### src/rtl/karatsuba_seq_pkg.sv
// Shared types and constants for the sequential Karatsuba multiplier.
//   kseq_state_t : FSM encoding (IDLE, MUL_H, MUL_L, MUL_M, COMB, DONE)
//   KSEQ_LAT     : accept-to-valid latency, core output unregistered
//   KSEQ_LAT_REG : accept-to-valid latency with KARATSUBA_SEQ_CORE_REG_EN
package karatsuba_seq_pkg;

    typedef enum logic [2:0] {
        IDLE  = 3'd0,
        MUL_H = 3'd1,
        MUL_L = 3'd2,
        MUL_M = 3'd3,
        COMB  = 3'd4,
        DONE  = 3'd5
    } kseq_state_t;

    localparam int unsigned KSEQ_LAT     = 4;
    localparam int unsigned KSEQ_LAT_REG = 7;

endpackage

### src/rtl/karatsuba_seq_core.sv
// kmul_core: combinational unsigned W x W -> 2W multiplier shared by the
// three Karatsuba sub-products.
//   a, b : W-bit unsigned operands
//   p    : 2W-bit product
module kmul_core #(
    parameter int unsigned W = 32
) (
    input  logic [W-1:0]   a,
    input  logic [W-1:0]   b,
    output logic [2*W-1:0] p
);

    localparam int unsigned PW = 2 * W;

    assign p = PW'(a) * PW'(b);

endmodule

### src/rtl/karatsuba_seq.sv
// Sequential valid/ready Karatsuba multiplier: one half-width core is reused
// for Ah*Bh, Al*Bl and |Al-Ah|*|Bh-Bl|, then the three products are combined
// into the exact 2N-bit result.
//   clk, rst_n          : clock, synchronous active-low reset
//   in_valid/in_ready   : operand handshake (ready only in IDLE)
//   in_a, in_b          : N-bit unsigned operands
//   out_valid/out_ready : result handshake (held until accepted)
//   out_c               : 2N-bit product
//   busy                : FSM outside IDLE
// Build option: define KARATSUBA_SEQ_CORE_REG_EN to register the core output;
// each MUL state then takes two cycles (latency 7, interval 9).
module karatsuba_seq
    import karatsuba_seq_pkg::*;
#(
    parameter int unsigned N = 64
) (
    input  logic           clk,
    input  logic           rst_n,
    input  logic           in_valid,
    output logic           in_ready,
    input  logic [N-1:0]   in_a,
    input  logic [N-1:0]   in_b,
    output logic           out_valid,
    input  logic           out_ready,
    output logic [2*N-1:0] out_c,
    output logic           busy
);

    localparam int unsigned H  = N / 2;
    localparam int unsigned CW = 2 * N;
    localparam int unsigned MW = N + 2;

    generate
        if (N < 2 || (N & (N - 1)) != 0) begin : g_bad_n
            $error("karatsuba_seq: N must be a power of 2 and at least 2");
        end
    endgenerate

    kseq_state_t  state_q, state_nxt;
    logic [N-1:0] a_q, b_q;
    logic [H-1:0] am_q, bm_q;
    logic         s_q;
    logic [N-1:0] p3_q, p2_q, p1_q;

    logic         accept, ld_p3, ld_p2, ld_p1, ld_c;
    logic         core_done;
    logic [H-1:0] core_a, core_b;
    logic [N-1:0] core_p, prod;

    // Half differences at H+1 bits; bit H is the sign, magnitude fits in H bits
    logic [H:0]   diff_a, diff_b;
    logic [H-1:0] mag_a, mag_b;

    always_comb begin
        diff_a = {1'b0, in_a[H-1:0]} - {1'b0, in_a[N-1:H]};
        diff_b = {1'b0, in_b[N-1:H]} - {1'b0, in_b[H-1:0]};
        mag_a  = diff_a[H] ? (H'(0) - diff_a[H-1:0]) : diff_a[H-1:0];
        mag_b  = diff_b[H] ? (H'(0) - diff_b[H-1:0]) : diff_b[H-1:0];
    end

    kmul_core #(.W(H)) u_core (
        .a (core_a),
        .b (core_b),
        .p (core_p)
    );

`ifdef KARATSUBA_SEQ_CORE_REG_EN
    // Core output stage; phase_q marks the second cycle of a MUL state
    logic [N-1:0] core_q;
    logic         phase_q, phase_nxt;

    assign phase_nxt = (state_q == MUL_H || state_q == MUL_L || state_q == MUL_M) && !phase_q;

    always_ff @(posedge clk) begin
        if (!rst_n) begin
            core_q  <= '0;
            phase_q <= 1'b0;
        end else begin
            core_q  <= core_p;
            phase_q <= phase_nxt;
        end
    end

    assign prod      = core_q;
    assign core_done = phase_q;
`else
    assign prod      = core_p;
    assign core_done = 1'b1;
`endif

    // Middle term is non-negative by construction; top bit of mid is always 0
    logic [MW-1:0] mid_sum, mid;
    logic [CW-1:0] comb_c;

    always_comb begin
        mid_sum = MW'(p3_q) + MW'(p2_q);
        mid     = s_q ? (mid_sum - MW'(p1_q)) : (mid_sum + MW'(p1_q));
        comb_c  = {p3_q, p2_q} + (CW'(mid) << H);
    end

    // Next-state, load enables and core operand select
    always_comb begin
        state_nxt = state_q;
        accept    = 1'b0;
        ld_p3     = 1'b0;
        ld_p2     = 1'b0;
        ld_p1     = 1'b0;
        ld_c      = 1'b0;
        core_a    = '0;
        core_b    = '0;
        case (state_q)
            IDLE: begin
                if (in_valid && in_ready) begin
                    accept    = 1'b1;
                    state_nxt = MUL_H;
                end
            end
            MUL_H: begin
                core_a = a_q[N-1:H];
                core_b = b_q[N-1:H];
                if (core_done) begin
                    ld_p3     = 1'b1;
                    state_nxt = MUL_L;
                end
            end
            MUL_L: begin
                core_a = a_q[H-1:0];
                core_b = b_q[H-1:0];
                if (core_done) begin
                    ld_p2     = 1'b1;
                    state_nxt = MUL_M;
                end
            end
            MUL_M: begin
                core_a = am_q;
                core_b = bm_q;
                if (core_done) begin
                    ld_p1     = 1'b1;
                    state_nxt = COMB;
                end
            end
            COMB: begin
                ld_c      = 1'b1;
                state_nxt = DONE;
            end
            DONE: begin
                if (out_ready) begin
                    state_nxt = IDLE;
                end
            end
            default: state_nxt = IDLE;
        endcase
    end

    // State and registered handshake/status outputs
    always_ff @(posedge clk) begin
        if (!rst_n) begin
            state_q   <= IDLE;
            in_ready  <= 1'b1;
            out_valid <= 1'b0;
            busy      <= 1'b0;
        end else begin
            state_q   <= state_nxt;
            in_ready  <= (state_nxt == IDLE);
            out_valid <= (state_nxt == DONE);
            busy      <= (state_nxt != IDLE);
        end
    end

    // Operand, sub-product and result registers
    always_ff @(posedge clk) begin
        if (!rst_n) begin
            a_q   <= '0;
            b_q   <= '0;
            am_q  <= '0;
            bm_q  <= '0;
            s_q   <= 1'b0;
            p3_q  <= '0;
            p2_q  <= '0;
            p1_q  <= '0;
            out_c <= '0;
        end else begin
            if (accept) begin
                a_q  <= in_a;
                b_q  <= in_b;
                am_q <= mag_a;
                bm_q <= mag_b;
                s_q  <= diff_a[H] ^ diff_b[H];
            end
            if (ld_p3) p3_q  <= prod;
            if (ld_p2) p2_q  <= prod;
            if (ld_p1) p1_q  <= prod;
            if (ld_c)  out_c <= comb_c;
        end
    end

endmodule

### config.mk
export PLATFORM = sky130hd
export DESIGN_NAME = karatsuba_seq
export DESIGN_NICKNAME = d
export VERILOG_FILES = /design/src/rtl/karatsuba_seq_pkg.sv /design/src/rtl/karatsuba_seq_core.sv /design/src/rtl/karatsuba_seq.sv
export SDC_FILE = /design/constraint.sdc
export NUM_CORES = 2
export LEC_CHECK = 0
export CAP_MARGIN = 20
export CORE_MARGIN = 3
export CORE_UTILIZATION = 69
export CTS_CLUSTER_SIZE = 16
export DETAILED_ROUTE_END_ITERATION = 10
export PLACE_DENSITY = 0.95
export SETUP_SLACK_MARGIN = 0.5
export SLEW_MARGIN = 5
export SYNTH_ARGS = -nofsm -noshare
export SYNTH_HDL_FRONTEND = slang
export SYNTH_SLANG_ARGS = --single-unit
### constraint.sdc
create_clock -name clk -period 20.5 [get_ports clk]
set_clock_uncertainty 0.1 [all_clocks]
set_input_delay 5.125 -clock clk [delete_from_list [all_inputs] [get_ports clk]]
set_output_delay 5.125 -clock clk [all_outputs]
set_load 0.02 [all_outputs]
==> metrics.md <==
| Metric | Value |
|---|---|
| Max-cap violations | 0 |
| Routed Antenna Nets | 0 |
| Fin. Hold Viols | 0 |
| Core Box Area | ~0.099 mm2 |
| Synth Warn # | 0 |
| Syn_area_per_cell | approximately 8 um2 |
| Post-Syn Area | between 0.06 and 0.07 mm2 |
| PostCTS Resize Cnt | 0 |
| # IOs | 263 |
| Max VDD drop | approximately 0.16 mV |
| Setup Crit Path Kind | reg2reg |
| Yosys reg bits | about 520 |
| DRT Wirelength | 256000 um |
| Reg-to-reg startpoint | state_q[1]$_SDFF_PN0_ |
| Vias in the first global route | between 60000 and 70000 |
| P per Cell Area | around 100 mW/mm2 |
| Nets | between 10000 and 15000 |
| HPWL after detailed placement | 197000 um |
| CTS buffer count | between 50 and 60 |
| Grt total ovfl | 0 |
| Hold path startpoint | am_q[2]$_SDFFE_PN0P_ |
| Share of cells above drive strength 1 | 0.0420 |
| Area growth syn-to-layout | 7.79% |
| First-pass GRT wire length | between 300000 and 400000 um |
| # rows | about 120 |
| Commonest cells in the netlist | 1493 x nand2_1, 1029 x inv_1, 901 x fa_1 |
| Slowest stage delay, CP | 1010 ps |
| GPL Wtd Cong | around 1.1 |
| Fin cells | between 10000 and 15000 |
| Finished layout cell area | roughly 0.075 mm2 |
| Synth area leader | fa_1 |
| Chip height | approximately 320 um |
| CP Max Fanout | 64 |
| Worst-path clk slew | about 70 ps |
| Post-CTS Hold Buffers | 0 |
| Drt pass-1 iters | 11 |
| Top_reg_cell synth | dfxtp_1 |
| Top-count cell post-synth | nand2_1 |
| Clk_lat worst skew | a little under 700 ps |
| Post-synth top area share | 0.259 |
| Crit path DAT | around 12000 ps |
| Final Cycle Share | 0.560 |
| Buffer count from post-CTS setup fixing | 0 |
| Synthesized Nets | roughly 10000 |
| Initial Util | 0.701 |
| WP data required | approximately 21000 ps |
| Synth top area cells | fa_1 26%, dfxtp_1 15%, ha_1 9.4% |
| Cells on worst reg2reg path | 29 |
| Number of antenna violations at the first check in global routing | 7 |
| Largest net degree at the start of global routing | between 100 and 150 |
| Clk root buf | clkbuf_16 |
| Worst path slowest cell | a21oi_2 |
| Slew @ Worst Pin | about 1300 ps |
| CP most frequent cell | fa_1 |
| Final Max Slew Viols | 0 |
| Fill cell count | around 7000 |
| Leakage | ~34 nW |
| WHS Path Cells | 2 |
| RSZ-0062 raised after global routing | no |
| Register area share after synthesis | 0.149 |
| Routed via count | between 60000 and 70000 |
| Post-synth EDFFs | 0 |
| H-tree levels | 2 |
| CTS sink count | 519 |
| Minimum clock period | around 11000 ps |
| Outcome | finished, violations left |
| GRT Resource Usage Total | 0.483 |
| Die Width | roughly 320 um |
| Unique masters post-synth | 96 |
| FMAX | about 0.087 GHz |
| Number of port buffers | between 200 and 300 |
| Tightest Hold Check Type | reg2reg |
| Worst Setup End Kind | flip-flop |
| DRC violations left | 2 |
| Critical path launch point | state_q[1]$_SDFF_PN0_ |
| 1st-iter DRT viols | between 7000 and 8000 |
| DR WL/cell | 25.2 um |
| Failing checks | DRC |
| CTS tree | done |
| Setup tns final | 0 ps |
| Async SR Flop Fraction | 0 |
| Via density | ~6.6 |
| Inst Count DP | approximately 10000 |
| Syn Inst Count | just under 9000 |
| Placed inst area | approximately 0.073 mm2 |
| Worst rel slew slack | 0.162 |
| Die area | around 0.10 mm2 |
| CP Launch Type | flip-flop |
| Endpoints failing setup | 0 |
| Worst hold margin | approximately 350 ps |
| Longest Clk Path Bufs | 3 |
## worst paths after layout
| check | endpoint | slack [ps] |
|---|---|---|
| max | p1_q[63]$_SDFFE_PN0N_ | 9030 |
| min | am_q[2]$_SDFFE_PN0P_ | 350 |
| max reg2reg | p1_q[63]$_SDFFE_PN0N_ | 9030 |
| min reg2reg | am_q[2]$_SDFFE_PN0P_ | 350 |
## registers in the layout, summed over array words and instances (netlist names)
register,flops
am_q,32
bm_q,32
p2_q,64
state_q,3
s_q,1
in_ready,1
p1_q,64
b_q,64
p3_q,64
busy,1
out_c,128
a_q,64
out_valid,1
## metrics by stage
stage / worst slack, ps / power (mW) / utilization
CTS: 9360 / 7.37 / 0.755
finish: 9030 / 7.57 / 0.756
global route: 8680 / 7.92 / 0.756
floorplan: 11330 / 4.73 / -
detailed placement: 9450 / 6.31 / 0.737
global placement: 9460 / 6.26 / 0.736
## critical path, delay by kind of cell, from the launching register on
family | cells | cell delay, ps
AO/OA/AOI/OAI | 8 | 2900
adder cells (fa/ha/maj) | 9 | 4580
buffers and inverters | 5 | 1520
flip-flops | 1 | 560
AND/OR/NAND/NOR | 7 | 1570
## cells by family (layout without fill, tap and decap cells)
group	after synthesis	count (layout)	synth area share
other cells	0	5	0
xor+xnor	402	402	0.0506
fa+ha+maj	1426	1426	0.353
flops	519	519	0.149
buf+inv	1505	1523	0.0815
mux	73	73	0.0117
compound gates	1872	1872	0.166
simple gates	3058	3058	0.188
## per-layer routing
metal	wire, um	GRT usage	vias up
met5	33	0	-
met4	29500	0.424	4
met3	32000	0.157	1557
met2	110000	0.741	4752
met1	84500	0.541	31500
li1	-	-	28900
## power by group
part / total [mW] / switching [mW] / leakage, nW / internal, mW
Clock: 1.04 / 0.460 / 0.903 / 0.581
Combinational: 5.28 / 3.56 / 29.2 / 1.72
Sequential: 1.25 / 0.112 / 4.21 / 1.13
## cells in the final DEF, fill, tap and decap left out, types with 40 or more instances in the layout
| master | n |
|---|---|
| clkbuf_16 | 55 |
| clkdlybuf4s50_1 | 261 |
| nand4_1 | 74 |
| nand2b_1 | 57 |
| inv_1 | 1028 |
| and3_1 | 70 |
| xnor2_1 | 267 |
| a211oi_1 | 75 |
| mux2_2 | 65 |
| nor2_1 | 883 |
| nand2_1 | 1492 |
| nand3_1 | 150 |
| o21ai_0 | 286 |
| a21o_1 | 279 |
| dfxtp_1 | 515 |
| ha_1 | 525 |
| buf_4 | 127 |
| a21oi_1 | 798 |
| and2_1 | 40 |
| xor2_1 | 135 |
| fa_1 | 901 |
| nor3_1 | 100 |
| a31oi_1 | 71 |
| o21bai_1 | 55 |
## cell type report
| type | instances | area, um2 | share of cell area |
|---|---|---|---|
| repair buffers | 392 | 3640 | 0.0485 |
| diodes | 5 | 12.5 | 0.000167 |
| clock inverters | 27 | 323 | 0.00430 |
| multi-input cells | 6831 | 53700 | 0.715 |
| inverters | 1030 | 3870 | 0.0516 |
| clock buffers | 74 | 1530 | 0.0204 |
| well taps | 1287 | 1610 | 0.0215 |
| flip-flops and latches | 519 | 10400 | 0.139 |
Note: power is estimated with default switching activity, not from simulation.
==> edit, RTL diff (same settings) <==
`N`: 64 -> 32.
--- a/src/rtl/karatsuba_seq.sv
+++ b/src/rtl/karatsuba_seq.sv
@@ -13,5 +13,5 @@
     import karatsuba_seq_pkg::*;
 #(
-    parameter int unsigned N = 64
+    parameter int unsigned N = 32
 ) (
     input  logic           clk,
Ports: changed (resized in_a, in_b and out_c); port bits go from 263 to 135. The function was not compared with the original's and may differ.
==> edit against the unedited design <==
Non-clock buffer count shrank 225. Core utilization is 1.8 points higher. Sequential cell count down 256. Global-route usage is 6.8 points lower. Cell area decreased by 61%. Routed wire length decreased by 66%. Critical endpoint is now p3_q[30]$_SDFFE_PN0N_. Synthesized cell count is 61% lower. Total power decreased by 62%. Worst setup slack better by 2.1 ns. Synthesized area fell by 62%.
==> edit: results (changes against the unedited design) <==
- Post-Layout Cell Count: 3996 (-61%)
- All-Layer GR Usage: 0.415 (-0.0676)
- # clk buffers: 33 (-55%)
- Top cells by count, synth: nand2_1 (614), a21oi_1 (357), inv_1 (309), nor2_1 (289), dfxtp_1 (263)
- Final wirelength: 86.1 mm (-66%)
- Initial antenna violation count: 0 (-7)
- Cells after Synth: 3420 (-61%)
- WHS Endpoint: out_c[33]$_SDFFE_PN0P_
- Post-DP HPWL: 65.7 mm (-67%)
- VDD IR max: 103 uV (-36%)
- Met2 GRT Util: 0.708 (-0.0330)
- Sequential fraction of the synthesis area: 0.200 (+0.0503)
- Place WS: 11.21 ns (+1.77 ns)
- Crit path max fanout: 42 (-34%)
- Switching share of power: 0.469 (-0.0765)
- Inverters: 310 (-70%)
- Starting DRT DRC Count: 2646 (-67%)
- # fillers: 2662 (-63%)
- CTS sink cnt: 263 (-49%)
- Multi-input combinational area share: 0.665 (-0.0498)
- Clock Power: 0.000590 W (-43%)
- Mapped Nets: 3925 (-62%)
- Drt pass-1 iters: 8 (-3)
- Worst Hold Slack: 0.354 ns (+0.00470 ns)
- P_int: 0.00154 W (-55%)
- Port bufs: 134 (-49%)
- Area of the multi-input gates: 19400 sq um (-64%)
- Inserted Clock Buffers: 29 (-46%)
- Row count: 71 (-38%)
- Area contributors post-synth: dfxtp_1 (20%), fa_1 (15%), ha_1 (11%)
- Worst skew pair latency: 0.58 ns (-0.10 ns)
- Slew @ Worst Pin: 1.12 ns (-0.139 ns)
- Status: completed
- Post-layout nets: 3968 (-62%)
- Critical R2R Capture: p3_q[30]$_SDFFE_PN0N_
- Clk cell area share: 0.0366 (+0.0119)
- Final period utilization: 0.459 (-0.101)
- Crit path DAT: 9.74 ns (-2.13 ns)
- Met1 usage: 0.467 (-0.0737)
- DRT met1 WL: 29.9 mm (-65%)
- Synth area leader: dfxtp_1
- Met2 WL: 40.8 mm (-63%)
- Ant. Diodes: 0 (-5)
- Yosys Warn Count: 0 (unchanged)
- Share of cells above drive strength 1: 0.0445 (+0.00244)
- Met3 WL: 7.08 mm (-78%)
- Worst hold path startpoint: out_c[33]$_SDFFE_PN0P_
- GR Layer Usage met3: 0.0647 (-0.0919)
- First-pass GRT wire length: 136 mm (-65%)
- CP max stage cell: dfxtp_2
- Comb. pwr: 0.00168 W (-68%)
- DR vias: 25865 (-61%)
- RD Place Congestion: 1.06 (-3.6%)
==> edit: cell types whose count changed in the layout (fill, tap and decap cells not counted), sizes merged, moves of 97 or more <==
| cell | before | now |
|---|---|---|
| buf | 130 | 33 |
| dfxtp | 519 | 263 |
| inv | 1038 | 313 |
| clkdlybuf4s50 | 261 | 133 |
| nor2 | 886 | 289 |
| fa | 901 | 199 |
| xnor2 | 267 | 142 |
| o21ai | 288 | 136 |
| a21o | 279 | 109 |
| ha | 525 | 238 |
| a21oi | 811 | 358 |
| nand2 | 1493 | 614 |
==> edit: logic make-up (layout without fill, tap and decap cells) <==
logic type               Yosys count  in the layout  share of synthesized area
AND/OR/NAND/NOR                 1184           1184                      0.192
AO/OA/AOI/OAI                    841            841                      0.198
buffers and inverters            465            530                     0.0662
adder cells (fa/ha/maj)          437            437                      0.264
flip-flops                       263            263                      0.200
XOR/XNOR                         193            193                     0.0641
multiplexers                      37             37                     0.0165
